## config.mk

```make
export PLATFORM = sky130hd
export DESIGN_NAME = lvds_frame_align
export DESIGN_NICKNAME = d
export VERILOG_FILES = /design/src/rtl/lvds_frame_align.sv
export SDC_FILE = /design/constraint.sdc
export NUM_CORES = 1
export LEC_CHECK = 0
export CORE_ASPECT_RATIO = 0.9
export CORE_MARGIN = 2
export CORE_UTILIZATION = 45
export DETAILED_ROUTE_END_ITERATION = 8
export GPL_TIMING_DRIVEN = 1
export PLACE_DENSITY = 0.72
export SLEW_MARGIN = 20
export SYNTH_ARGS = -nofsm -noshare
export SYNTH_HDL_FRONTEND = slang
export SYNTH_SLANG_ARGS = --single-unit
export TNS_END_PERCENT = 5
```

## constraint.sdc

```tcl
create_clock -name clk_in -period 2.8 [get_ports clk_in]
set_clock_uncertainty 0.15 [all_clocks]
set_input_delay 0.28 -clock clk_in [delete_from_list [all_inputs] [get_ports clk_in]]
set_output_delay 0.28 -clock clk_in [all_outputs]
set_load 0.1 [all_outputs]
```

## src/rtl/lvds_frame_align.sv

```systemverilog
// ----------------------------------------------------------------------------
// lvds_frame_align
//
// Frame-alignment controller for one LTC2195 LVDS receive path. It watches
// the deserialized frame word and pulses bitslip at the ISERDES until the
// expected frame pattern appears consistently. After that it monitors the
// pattern while locked, and it starts alignment again if errors persist.
//
// Ports:
//   clk_in          - receiver clock (same domain as FR_out)
//   rst_in          - synchronous active-high reset
//   fr_in[15:0]     - deserialized frame word
//   fr_valid_in     - one-cycle strobe qualifying fr_in
//   relock_in       - one-cycle request to restart alignment
//   bitslip_out     - one-cycle bitslip pulse to the receiver
//   locked_out      - high while the frame pattern is aligned
//   align_fail_out  - high after MAX_SLIPS slips without lock
//   slip_count_out  - bitslips issued in the current alignment attempt
//   err_count_out   - saturating count of mismatches seen while locked
// ----------------------------------------------------------------------------
module lvds_frame_align #(
    parameter logic [15:0] EXPECTED       = 16'hFF00,
    parameter int          SETTLE_SAMPLES = 8,
    parameter int          LOCK_COUNT     = 64,
    parameter int          MAX_SLIPS      = 16,
    parameter int          ERR_THRESH     = 4
) (
    input  logic        clk_in,
    input  logic        rst_in,
    input  logic [15:0] fr_in,
    input  logic        fr_valid_in,
    input  logic        relock_in,
    output logic        bitslip_out,
    output logic        locked_out,
    output logic        align_fail_out,
    output logic [4:0]  slip_count_out,
    output logic [15:0] err_count_out
);

    localparam logic [2:0] ST_SETTLE = 3'd0;
    localparam logic [2:0] ST_CHECK  = 3'd1;
    localparam logic [2:0] ST_SLIP   = 3'd2;
    localparam logic [2:0] ST_LOCKED = 3'd3;
    localparam logic [2:0] ST_FAIL   = 3'd4;

    // Each counter only needs to reach (limit - 1). The transition fires
    // on the strobe that would otherwise take the counter to the limit.
    localparam int SET_W = (SETTLE_SAMPLES > 1) ? $clog2(SETTLE_SAMPLES) : 1;
    localparam int MAT_W = (LOCK_COUNT > 1)     ? $clog2(LOCK_COUNT)     : 1;
    localparam int CER_W = (ERR_THRESH > 1)     ? $clog2(ERR_THRESH)     : 1;

    localparam logic [SET_W-1:0] SET_LAST  = SET_W'(SETTLE_SAMPLES - 1);
    localparam logic [MAT_W-1:0] MAT_LAST  = MAT_W'(LOCK_COUNT - 1);
    localparam logic [CER_W-1:0] CER_LAST  = CER_W'(ERR_THRESH - 1);
    localparam logic [4:0]       SLIP_MAX  = 5'(MAX_SLIPS);

    logic [2:0]       state_q,      state_d;
    logic [SET_W-1:0] settle_cnt_q, settle_cnt_d;
    logic [MAT_W-1:0] match_cnt_q,  match_cnt_d;
    logic [CER_W-1:0] cons_err_q,   cons_err_d;
    logic [4:0]       slip_cnt_q,   slip_cnt_d;
    logic [15:0]      err_cnt_q,    err_cnt_d;
    logic             bitslip_q,    bitslip_d;
    logic             locked_q,     locked_d;
    logic             fail_q,       fail_d;

    logic             fr_match;

    assign fr_match = (fr_in == EXPECTED);

    // The next-state and next-output logic. Each output flop is loaded
    // together with the state it belongs to, so the outputs change in the
    // same cycle as the state. bitslip defaults low, which makes the SLIP
    // pulse exactly one cycle long.
    always_comb begin
        state_d      = state_q;
        settle_cnt_d = settle_cnt_q;
        match_cnt_d  = match_cnt_q;
        cons_err_d   = cons_err_q;
        slip_cnt_d   = slip_cnt_q;
        err_cnt_d    = err_cnt_q;
        bitslip_d    = 1'b0;
        locked_d     = locked_q;
        fail_d       = fail_q;

        if (relock_in) begin
            // relock has priority over a coincident sample. The sample is dropped.
            state_d      = ST_SETTLE;
            settle_cnt_d = '0;
            match_cnt_d  = '0;
            cons_err_d   = '0;
            slip_cnt_d   = '0;
            locked_d     = 1'b0;
            fail_d       = 1'b0;
        end else begin
            case (state_q)
                ST_SETTLE: begin
                    if (fr_valid_in) begin
                        if (settle_cnt_q == SET_LAST) begin
                            state_d      = ST_CHECK;
                            settle_cnt_d = '0;
                            match_cnt_d  = '0;
                        end else begin
                            settle_cnt_d = settle_cnt_q + SET_W'(1);
                        end
                    end
                end

                ST_CHECK: begin
                    if (fr_valid_in) begin
                        if (fr_match) begin
                            if (match_cnt_q == MAT_LAST) begin
                                state_d     = ST_LOCKED;
                                locked_d    = 1'b1;
                                match_cnt_d = '0;
                                cons_err_d  = '0;
                            end else begin
                                match_cnt_d = match_cnt_q + MAT_W'(1);
                            end
                        end else begin
                            match_cnt_d = '0;
                            if (slip_cnt_q >= SLIP_MAX) begin
                                state_d = ST_FAIL;
                                fail_d  = 1'b1;
                            end else begin
                                state_d    = ST_SLIP;
                                bitslip_d  = 1'b1;
                                slip_cnt_d = slip_cnt_q + 5'd1;
                            end
                        end
                    end
                end

                ST_SLIP: begin
                    // The receiver output is unstable across the slip, so any
                    // strobe in this cycle is ignored.
                    state_d      = ST_SETTLE;
                    settle_cnt_d = '0;
                end

                ST_LOCKED: begin
                    if (fr_valid_in) begin
                        if (fr_match) begin
                            cons_err_d = '0;
                        end else begin
                            if (err_cnt_q != 16'hFFFF) begin
                                err_cnt_d = err_cnt_q + 16'd1;
                            end
                            if (cons_err_q == CER_LAST) begin
                                // Losing lock starts a new alignment attempt,
                                // so the slip budget is restored. err_count
                                // keeps its history.
                                state_d      = ST_SETTLE;
                                locked_d     = 1'b0;
                                slip_cnt_d   = '0;
                                cons_err_d   = '0;
                                settle_cnt_d = '0;
                            end else begin
                                cons_err_d = cons_err_q + CER_W'(1);
                            end
                        end
                    end
                end

                ST_FAIL: begin
                    // Stays here until relock_in, which is handled above.
                end

                default: begin
                    state_d      = ST_SETTLE;
                    settle_cnt_d = '0;
                end
            endcase
        end
    end

    // Registered state and outputs. The reset also clears a bitslip pulse
    // that is in flight.
    always_ff @(posedge clk_in) begin
        if (rst_in) begin
            state_q      <= ST_SETTLE;
            settle_cnt_q <= '0;
            match_cnt_q  <= '0;
            cons_err_q   <= '0;
            slip_cnt_q   <= '0;
            err_cnt_q    <= '0;
            bitslip_q    <= 1'b0;
            locked_q     <= 1'b0;
            fail_q       <= 1'b0;
        end else begin
            state_q      <= state_d;
            settle_cnt_q <= settle_cnt_d;
            match_cnt_q  <= match_cnt_d;
            cons_err_q   <= cons_err_d;
            slip_cnt_q   <= slip_cnt_d;
            err_cnt_q    <= err_cnt_d;
            bitslip_q    <= bitslip_d;
            locked_q     <= locked_d;
            fail_q       <= fail_d;
        end
    end

    assign bitslip_out    = bitslip_q;
    assign locked_out     = locked_q;
    assign align_fail_out = fail_q;
    assign slip_count_out = slip_cnt_q;
    assign err_count_out  = err_cnt_q;

endmodule

```

# Word-level counts from Yosys, hierarchy flattened
# Index checks and enable logic that the tools add are counted.
# W data, S select, Z words.
# classes
n_eq_ne,19
n_lt_le_gt_ge,1
add_sub_neg,5
bitwise_logic,6
muxes,41
reduce_logical,14
# op_table
op,count
$mux W3,11
$mux W5,6
$mux W6,5
$ne A2 B2 Y1 const B,10
$add A16 B1 Y16 const B,1
$eq A16 B16 Y1 const B,1
$ne A16 B16 Y1 const B,1
$reduce_and A5 Y1,3
$reduce_and A7 Y1,2
$mux W2,6
$pmux W3 S4,1
$pmux W6 S2,1
$pmux W5 S2,1
$pmux W3 S3,1
$reduce_and A4 Y1,2
$reduce_and A8 Y1,1
$mux W1,7
$add A6 B1 Y6 const B,1
$eq A3 B3 Y1 const B,2
$eq A6 B6 Y1 const B,1
$not A1 Y1,6
$add A5 B1 Y5 const B,1
$ge A5 B5 Y1 const B,1
$reduce_or A5 Y1,1
11 further kinds,13
# word_totals
out_inout_bits,24
reg_bits,38
in_bits,20
word_cells,95

# Logic depth before layout (Yosys ltp)
# Gate-level depths: netlist of run 1.
# depth
word_depth,5
ltp_mapped,8
ltp_nobuf,7

# Worst setup path after synthesis of run 1
# OpenSTA, ideal clock, no wires.
# synth_timing
path_type,flip-flop to flip-flop
start,"register err_cnt_q[9], in the netlist err_count_out[9]"
end,"register err_cnt_q[14], in the netlist err_count_out[14]"
slack_ns,-0.126
n_path_buf,0
stages_incl_launch_ff,6
t_arrival_ns,2.649
cell_sequence,dfxtp_1 > nand4_1 > or4_2 > nor4_1 > xnor2_1 > nor2_1
# synth_between
elab_chain_cells,2
# synth_rtl
item,line,source
start: declaration,62,"logic [15:0] err_cnt_q, err_cnt_d;"
start signal: assignment,196,err_cnt_q <= err_cnt_d;
"parallel branches: the longest is 2 deep, another holds $add A16 B1 Y16",-,
# Parallel ways; which one is timed is not known.
# A chain may end at the register's enable or synchronous reset.

# Worst setup path after layout of run 1
# layout_timing
start,input fr_in[2]
end,"register err_cnt_q[1], in the netlist err_count_out[1]"
# layout_between
elab_chain_cells,3
# layout_rtl
item,line,source
start: declaration,30,"input logic [15:0] fr_in,"
$eq A16 B16 Y1,69,assign fr_match = (fr_in == EXPECTED);
$not A1 Y1 (no line),-,
$reduce_and A5 Y1 (no line),-,
# No other way between the ends.

==> impl_metrics.csv, run 1 <==
group,metric,value,unit
status,run_status,"finished clean",
sta,setup_viol,0,
clock_tree,clock_sinks,38,
placement,placement.cell_area,2490,um2
global_route,grt_antenna_before_repair,0,
routing,total_iterations_of_the_first_detailed_routing_run,4,
sta,achievable-frequency,416,MHz
hold_path,worst_hold_check_path_type,"flip-flop to flip-flop",
setup_path,worstPathMaxFanout,11,
routing,viasPerCell,5.64,
setup_path,worstSetupPathType,"input port to flip-flop",
layout,count_of_fill_cells_added_during_filler_insertion,426,
clock_tree,max-clock-path-buffers,2,
yosys,syn-mean-instance-area,8.39,um2
setup_path,critical_path_arrival,2450,ps
yosys,yosysWarningCount,0,
clock_tree,worstSkewPairLatency,300,ps
clock_tree,h-tree-depth,2,
setup_path,worst_r2r_src,"state_q[0]$_SDFFE_PP0P_",
clock_tree,post_cts_resized,0,
yosys,number_of_distinct_library_cell_variants_in_the_gate_level_netlist_after_synthesis,47,
power,p_per_area,444,nW/um2
clock_tree,cts_tree,"done",
flow_run,max_cap_violations,0,
clock_tree,post-cts-setup-buffer-count,0,
global_route,overflow,0,
power,irDropWorstVdd,258,uV
yosys,postSynthRegisterBits,38,
layout,multi_input_area,1210,um2
sta,setup_total_negative_slack,0,ps
die,die_area,5140,um2
layout,register_area,768,um2
layout,antennaDiodeCount,0,
die,core,4430,um2
routing,detailroute.via_count,1975,
sta,tightest_slew,790,ps
sta,slew_headroom,46.9,%
sta,final_slew_viol_count,0,
routing,finalWirelength,4.90,mm
global_route,grt_first_pass_wirelength,8.09,mm
layout,finished_layout_cell_area,2630,um2
global_route,global_route.usage.total,20.5,%
clock_tree,cts.reportedPaths.clkPinSlew,80,ps
placement,detailed_place_hpwl,3.59,mm
routing,drt-wirelength-per-cell,14.0,um
yosys,post_synth_edffs,0,
sta,report.final.hold_viol_count,0,
die,initial_core_util,46.6,%
placement,place.detailed.instances,342,
yosys,synthesis.instances,246,
sta,rsz0062_at_grt,"false",
die,die-height,68.2,um
sta,final.period_utilization,85.8,%
yosys,yosys_most_used_dff,"sky130_fd_sc_hd__dfxtp_1",
yosys,synth.cell_area,2060,um2
hold_path,min-delay-start,"settle_cnt_q[0]$_SDFFE_PP0P_",
power,p_leak,0.000968,uW
placement,buffer_ports.inserted,43,
setup_path,endpoint_kind,"flip-flop",
global_route,grt_pass1_vias,1746,
global_route,grt_start_max_net_pins,18,
setup_path,timing.critical_path.from_type,"input port",
routing,ant_nets,0,
setup_path,cp-startpoint,"fr_in[2]",
sta,finalCriticalPeriod,2400,ps
yosys,synth_nets,273,
power,final_total_pwr,1170,uW
clock_tree,cts_hold_repair.buffers,0,
yosys,asyncSetResetFlopFracSynth,0,%
die,dieWidth,75.4,um
setup_path,cp_data_required_time,2840,ps
layout,final_cells,350,
die,io-pin-count,44,
layout,syn2layout_area_growth,27.6,%
layout,drive_above_1_share,18.4,%
placement,gp_congestion,0.872,
clock_tree,clk_root_buffer_cell,"sky130_fd_sc_hd__clkbuf_8",
layout,final_net_count,314,
routing,drt_first_iter_violations,167,
clock_tree,tritoncts.num_buffers,5,
yosys,synth.yosys.seq_area_share,36.9,%
routing,drt_drc_violations_left,0,
die,placementRows,23,
==> final timing paths <==
| kind | endpoint | slack, ps | cells past startpoint |
|---|---|---|---|
| max | err_count_out[1]$_SDFFE_PP0P_ | 400 | 7 |
| min | settle_cnt_q[0]$_SDFFE_PP0P_ | 340 | 1 |
| max reg2reg | err_count_out[15]$_SDFFE_PP0P_ | 560 | 5 |
| min reg2reg | settle_cnt_q[0]$_SDFFE_PP0P_ | 340 | 1 |
==> per-layer routing <==
| metal | up-vias | wire length, um | global-route usage (%) | share of wire [%] |
|---|---|---|---|---|
| li1 | 999 | - | - | - |
| met1 | 911 | 2430 | 27.9 | 50 |
| met2 | 59 | 2060 | 31.1 | 42 |
| met3 | 6 | 355 | 6.48 | 7.2 |
| met4 | 0 | 50 | 6.14 | 1.0 |
| met5 | - | 0 | 0 | 0 |
==> cells in the final DEF (no fill, tap or decap), drive strengths merged, types with 9 or more instances in the layout <==
cell type | Yosys | layout
a21oi | 10 | 10
buf | 5 | 30
clkdlybuf4s50 | 0 | 19
dfxtp | 38 | 38
nand2 | 17 | 17
nand3 | 13 | 13
nand4 | 9 | 9
nor2 | 20 | 20
nor3 | 9 | 9
nor4 | 18 | 18
o21ai | 11 | 11
xnor2 | 11 | 11
==> worst max-delay path, stage by stage <==
cell and delay, ps:
sky130_fd_sc_hd__clkdlybuf4s50_1 410, sky130_fd_sc_hd__or4_2 730, sky130_fd_sc_hd__o41ai_4 420, sky130_fd_sc_hd__buf_4 250, sky130_fd_sc_hd__nor4_1 100, sky130_fd_sc_hd__mux2i_1 190
sky130_fd_sc_hd__nor2_1 60
==> state kept, by name (all words and copies together), names as in the netlist <==
name	count
bitslip_out	1
state_q	3
err_count_out	16
match_cnt_q	6
cons_err_q	2
align_fail_out	1
locked_out	1
slip_count_out	5
settle_cnt_q	3
==> report_power, final <==
part	internal [uW]	total, uW	switching (uW)
clock	357	565	208
combinational	33.6	62.8	29.2
sequential	541	541	0.666
total	931	1170	238
==> stage by stage <==
stage          util, %  setup WS (ps)  hold slack [ps]
2_1_floorplan        -          -29.7              298
3_3_place_gp      56.3            123              315
3_5_place_dp      56.3           74.4              313
4_1_cts           59.4            400              338
5_1_grt           59.4            285              360
6_report          59.4            397              336
==> cells in the mapped netlist (all sizes together) (4+ instances only) <==
cell | count | share of area [%]
or4 | 6 | 2.4
nor2 | 20 | 3.6
nand2 | 17 | 3.1
nor4 | 18 | 5.8
nand4 | 9 | 3.0
dfxtp | 38 | 37
clkbuf | 10 | 1.9
nand2b | 5 | 1.5
nor3 | 9 | 2.2
and3 | 6 | 1.8
ha | 7 | 4.2
nand3 | 13 | 3.2
o31ai | 4 | 1.5
buf | 5 | 1.5
o21ai | 11 | 2.7
xnor2 | 11 | 4.7
a21oi | 10 | 2.4
inv | 7 | 1.3
==> area by class of cell <==
| class | instances | share of cell area, % |
|---|---|---|
| tap | 62 | 2.95 |
| multi-input combinational | 186 | 45.9 |
| clock buffer | 5 | 2.61 |
| timing repair buffer | 49 | 15.8 |
| sequential | 38 | 29.2 |
| clock inverter | 3 | 2.61 |
| inverter | 7 | 0.998 |
==> kinds of logic (layout without fill, tap and decap cells) <==
logic type               after synthesis  after routing  share of synthesized area, %
AO/OA/AOI/OAI                         44             44                          14.9
XOR/XNOR                              12             12                          5.09
adder cells (fa/ha/maj)                7              7                          4.24
buffers and inverters                 22             64                          4.61
flip-flops                            38             38                          36.9
multiplexers                           3              3                          1.46
AND/OR/NAND/NOR                      120            120                          32.8
Note: power is estimated with default switching activity, not from simulation.
==> run 2, diff against run 1 <==
--- a/config.mk
+++ b/config.mk
@@ -10,6 +10,8 @@
 export CORE_UTILIZATION = 45
 export DETAILED_ROUTE_END_ITERATION = 8
 export GPL_TIMING_DRIVEN = 1
+export HOLD_SLACK_MARGIN = 0.05
+export MAX_ROUTING_LAYER = met4
 export PLACE_DENSITY = 0.72
 export SLEW_MARGIN = 20
 export SYNTH_ARGS = -nofsm -noshare
==> impl_metrics.csv, run 2 (synthesized netlist as in run 1, its figures left out) <==
group,metric,value,unit
die,dieWidth,75.4,um
routing,total_iterations_of_the_first_detailed_routing_run,4,
routing,drt_first_iter_violations,173,
sta,setup_viol,0,
setup_path,cp_data_required_time,2840,ps
die,die_area,5140,um2
clock_tree,h-tree-depth,2,
clock_tree,cts_tree,"done",
global_route,grt_pass1_vias,1750,
sta,setup_total_negative_slack,0,ps
layout,multi_input_area,1210,um2
clock_tree,clock_sinks,38,
global_route,grt_first_pass_wirelength,8.09,mm
global_route,grt_start_max_net_pins,18,
hold_path,min-delay-start,"settle_cnt_q[0]$_SDFFE_PP0P_",
setup_path,rr_endpoint,"err_count_out[15]$_SDFFE_PP0P_",
routing,ant_nets,0,
sta,finalCriticalPeriod,2400,ps
setup_path,timing.reg2reg.worst_path_depth,5,
die,core,4430,um2
die,io-pin-count,44,
sta,final.period_utilization,85.9,%
placement,buffer_ports.inserted,43,
clock_tree,tritoncts.num_buffers,5,
placement,detailed_place_hpwl,3.59,mm
layout,syn2layout_area_growth,27.6,%
layout,register_area,768,um2
routing,drt_drc_violations_left,0,
die,initial_core_util,46.6,%
hold_path,hold-path-cell-count,1,
sta,final_slew_viol_count,0,
hold_path,worst_hold_check_path_type,"flip-flop to flip-flop",
layout,max_reg_flops,16,
global_route,grt_antenna_before_repair,0,
setup_path,worstPathMaxFanout,11,
sta,slew_headroom,46.3,%
routing,finalWirelength,4.89,mm
layout,layout_commonest_cell,"sky130_fd_sc_hd__dfxtp_1",
clock_tree,max-clock-path-buffers,2,
routing,drt-wirelength-per-cell,14.0,um
layout,final_net_count,314,
routing,detailroute.via_count,1988,
clock_tree,worstSkewPairLatency,300,ps
clock_tree,clk_root_buffer_cell,"sky130_fd_sc_hd__clkbuf_8",
layout,antennaDiodeCount,0,
setup_path,timing.critical_path.from_type,"input port",
power,p_per_area,445,nW/um2
layout,most_frequent_cells_in_the_layout,"sky130_fd_sc_hd__dfxtp_1 (32), sky130_fd_sc_hd__buf_4 (30), sky130_fd_sc_hd__nor2_1 (20)",
layout,count_of_fill_cells_added_during_filler_insertion,426,
routing,viasPerCell,5.68,
setup_path,endpoint_kind,"flip-flop",
sta,rsz0062_at_grt,"false",
setup_path,critical_path_arrival,2450,ps
power,irDropWorstVdd,258,uV
sta,report.final.hold_viol_count,0,
sta,achievable-frequency,416,MHz
setup_path,worstSetupPathType,"input port to flip-flop",
clock_tree,post-cts-setup-buffer-count,0,
setup_path,worst_r2r_src,"err_count_out[5]$_SDFFE_PP0P_",
die,placementRows,23,
power,p_leak,0.000968,uW
sta,timing.hold.ws,336,ps
status,run_status,"finished clean",
clock_tree,cts_hold_repair.buffers,0,
layout,drive_above_1_share,18.4,%
placement,gp_congestion,0.887,
sta,tightest_slew,799,ps
hold_path,worstHoldEndpoint,"settle_cnt_q[0]$_SDFFE_PP0P_",
die,die-height,68.2,um
setup_path,r2r_setup_slack,560,ps
global_route,global_route.usage.total,21.2,%
flow_run,max_cap_violations,0,
layout,utilization,59.4,%
global_route,overflow,0,
clock_tree,cts.reportedPaths.clkPinSlew,80,ps
clock_tree,post_cts_resized,0,
[run 2: final cells by class]
type,instances,area share [%]
multi-input combinational,186,45.9
sequential,38,29.2
timing repair buffer,49,15.8
tap,62,2.95
clock buffer,5,2.61
clock inverter,3,2.61
inverter,7,0.998
[run 2: per-layer routing]
| metal | vias up | wire length (um) | global-route usage, % |
|---|---|---|---|
| li1 | 1000 | - | - |
| met1 | 918 | 2420 | 28.1 |
| met2 | 64 | 2070 | 31.1 |
| met3 | 6 | 335 | 6.48 |
| met4 | 0 | 56 | 6.14 |
| met5 | - | 0 | - |
[run 2: worst max-delay path, cell delays in order]
cell	delay (ps)
sky130_fd_sc_hd__clkdlybuf4s50_1	410
sky130_fd_sc_hd__or4_2	730
sky130_fd_sc_hd__o41ai_4	420
sky130_fd_sc_hd__buf_4	250
sky130_fd_sc_hd__nor4_1	100
sky130_fd_sc_hd__mux2i_1	190
sky130_fd_sc_hd__nor2_1	60
[run 2: where the power goes]
group	internal [uW]	switching, uW	leakage, uW
clock	357	209	0.0000683
sequential	541	0.665	0.000309
combinational	33.6	29.2	0.000591
total	931	239	0.000968
[run 2: worst max-delay path by stage]
stage | startpoint | endpoint | cells after the start
detailed placement | fr_in[2] | err_count_out[1]$_SDFFE_PP0P_ | 7
CTS | fr_in[2] | err_count_out[1]$_SDFFE_PP0P_ | 7
global route | fr_in[2] | err_count_out[1]$_SDFFE_PP0P_ | 7
finish | fr_in[2] | err_count_out[1]$_SDFFE_PP0P_ | 7
floorplan | err_count_out[11]$_SDFFE_PP0P_ | err_count_out[14]$_SDFFE_PP0P_ | 5
global placement | fr_in[2] | err_count_out[1]$_SDFFE_PP0P_ | 7
[run 2: metrics by stage]
| stage | power (uW) | std cells | cell area [um2] | setup slack (ps) |
|---|---|---|---|---|
| floorplan | 579 | 246 | 2070 | -29.7 |
| global placement | 616 | 342 | 2490 | 123 |
| detailed placement | 617 | 342 | 2490 | 74.4 |
| CTS | 1180 | 350 | 2630 | 400 |
| global route | 1210 | 350 | 2630 | 284 |
| finish | 1170 | 350 | 2630 | 395 |
==> variant, RTL diff (flow settings as in run 2) <==
The parameter `ERR_THRESH` goes from 4 to 8.
--- a/src/rtl/lvds_frame_align.sv
+++ b/src/rtl/lvds_frame_align.sv
@@ -23,7 +23,7 @@
     parameter int          SETTLE_SAMPLES = 8,
     parameter int          LOCK_COUNT     = 64,
     parameter int          MAX_SLIPS      = 16,
-    parameter int          ERR_THRESH     = 4
+    parameter int          ERR_THRESH     = 8
 ) (
     input  logic        clk_in,
     input  logic        rst_in,
Function: same outputs for any inputs over 10 cycles, from zero or initial values and one cycle with rst_in high; that may be too few to reach the edited logic, so the function may still have changed.
==> variant against run 2 <==
  * Register-to-register slack lost 30 ps
  * Synthesized area decreased by 2.4%
  * Via count fell by 3.8%
  * Power shrank 18%
  * Sequential cell count rose by 1
  * Worst hold slack got worse by 34 ps
  * Wire length shrank 8.5%
  * Setup slack better by 66 ps
  * Design area fell by 4.0%
==> variant: results (changes against run 2) <==
| Metric | Value |
|---|---|
| Top cells by count, synth | `39 x dfxtp_1, 21 x a21oi_1, 20 x nor2_1` |
| Drt first-iter violations | `101 (-42%)` |
| Peak supply drop | `0.000236 V (-8.7%)` |
| Library cells used by synthesis | `41 (-13%)` |
| Worst Path Arrival | `2410 ps (-40 ps)` |
| Max_slew headroom | `55.5% (+9.2 points)` |
| Total track usage | `19.7% (-1.5 points)` |
| Routed wire length per instance | `12.8 um (-8.2%)` |
| Synth Area in Compound Gates | `19.1% (+4.2 points)` |
| Antenna cells | `0 (unchanged)` |
| First-pass GRT wire length | `7.42 mm (-8.3%)` |
| Post-cts sizing count | `0 (unchanged)` |
| Worst min path class | `flop to flop` |
| Critical path's largest stage delay | `620 ps (-110 ps)` |
| Post-Syn Nets | `269 (-1.5%)` |
| Hold Path Origin | `align_fail_out$_SDFFE_PP0P_` |
| Fillers | `405 (-4.9%)` |
| Min cycle time layout | `2340 ps (-65.8 ps)` |
| Crit path from | `fr_in[1]` |
| Top post-synthesis cells by area | `dfxtp_1 39%, a21oi_1 5.2%, ha_1 5.0%` |
| Mux contribution to synthesized area | `1.99% (+0.53 points)` |
| Drt first pass iters | `4 (unchanged)` |
| Setup crit end | `match_cnt_q[0]$_SDFFE_PP0P_` |
| Status | `complete, no violations` |
| Top cell family by delay on the critical path | `simple AND/OR/NAND/NOR gates` |
| Largest net degree at the start of global routing | `18 (unchanged)` |
| CP max FO | `17 (+6)` |
| Clock transition at the registers of the reported paths | `60 ps (-20 ps)` |
| Total CTS buffers | `5 (unchanged)` |
| Pleak | `0.916 nW (-5.4%)` |
| Port-buffer cells | `43 (unchanged)` |
| Vias in the first global route | `1,654 (-5.5%)` |
| Synth Area in Adders | `4.97% (+0.72 points)` |
| Synth warn | `0 (unchanged)` |
| Layout Nets | `316 (+0.64%)` |
| Post-synthesis xor/xnor area fraction | `2.61% (-2.5 points)` |
| Clock Latency Late Sink | `around 290 ps` |
| R2R cell count | `5 (unchanged)` |
| Max reg flops | `16 (unchanged)` |
| DP Wirelength | `3.30 mm (-8.0%)` |
| Crit path max-delay cell type | `or4_4` |
| Critical R2R Capture | `err_count_out[11]$_SDFFE_PP0P_` |
| Clock buffer depth | `2 (unchanged)` |
| H-Tree Depth | `2 (unchanged)` |
| CTS Root Cell | `clkbuf_8` |
| Setup slack, reg-to-reg | `530 ps (-30 ps)` |
| Sequential cell area fraction in the yosys report | `38.8% (+1.9 points)` |
| Initial antenna violation count | `0 (unchanged)` |
| Reg-to-reg startpoint | `state_q[1]$_SDFFE_PP0P_` |
| DR vias | `1,913 (-3.8%)` |
| Layout cells sized above 1 | `14.6% (-3.8 points)` |
| RD Place Congestion | `0.801 (-9.6%)` |
| Place WS | `162 ps (+87.7 ps)` |
variant: cell types whose count changed after synthesis, sizes merged, moves of 5 or more:
cell    change
nor4       -14
a21oi      +11
o21ai       +8
or3         +8
xnor2       -8
clkbuf      -5
nor3        -5
variant: report_power, final:
group | total, mW | internal (mW) | switching, mW
Sequential | 0.556 | 0.555 | 0.000701
Clock | 0.349 | 0.166 | 0.183
Combinational | 0.0508 | 0.0304 | 0.0204
Total | 0.956 | 0.752 | 0.204
variant: cell type report:
cell class / count / area share, %
timing repair buffer: 48 / 16.1
clock buffer: 6 / 2.87
multi-input combinational: 184 / 45.5
tap: 62 / 3.07
inverter: 10 / 1.49
sequential: 39 / 30.9
variant: worst register-to-register path: stages (launching register included):
cell and delay [ps]:
dfxtp_1 540, nand3b_1 290, nor3b_2 370, o2111ai_1 320, or3_1 400, a21oi_1 140
variant: per-layer routing:
metal,GRT usage [%],wire [um]
met5,-,0
met3,4.03,186
met2,31.6,2090
met4,7.37,67
met1,24.4,2130
variant: worst min-delay path by stage:
stage	cells past startpoint	to	slack [ps]
6_report	2	align_fail_out$_SDFFE_PP0P_	300
3_5_place_dp	2	align_fail_out$_SDFFE_PP0P_	300
2_1_floorplan	2	cons_err_q[1]$_SDFFE_PP0P_	290
5_1_grt	2	align_fail_out$_SDFFE_PP0P_	330
4_1_cts	2	align_fail_out$_SDFFE_PP0P_	310
3_3_place_gp	2	align_fail_out$_SDFFE_PP0P_	290
variant: stage by stage:
step                hold slack (ps)  utilization (%)  cells  instance area (um^2)
floorplan                       290                -    241                  2010
global placement                293             56.1    343                  2450
detailed placement              301             56.1    343                  2450
CTS                             310             57.8    349                  2530
global route                    330             57.8    349                  2530
finish                          302             57.8    349                  2530
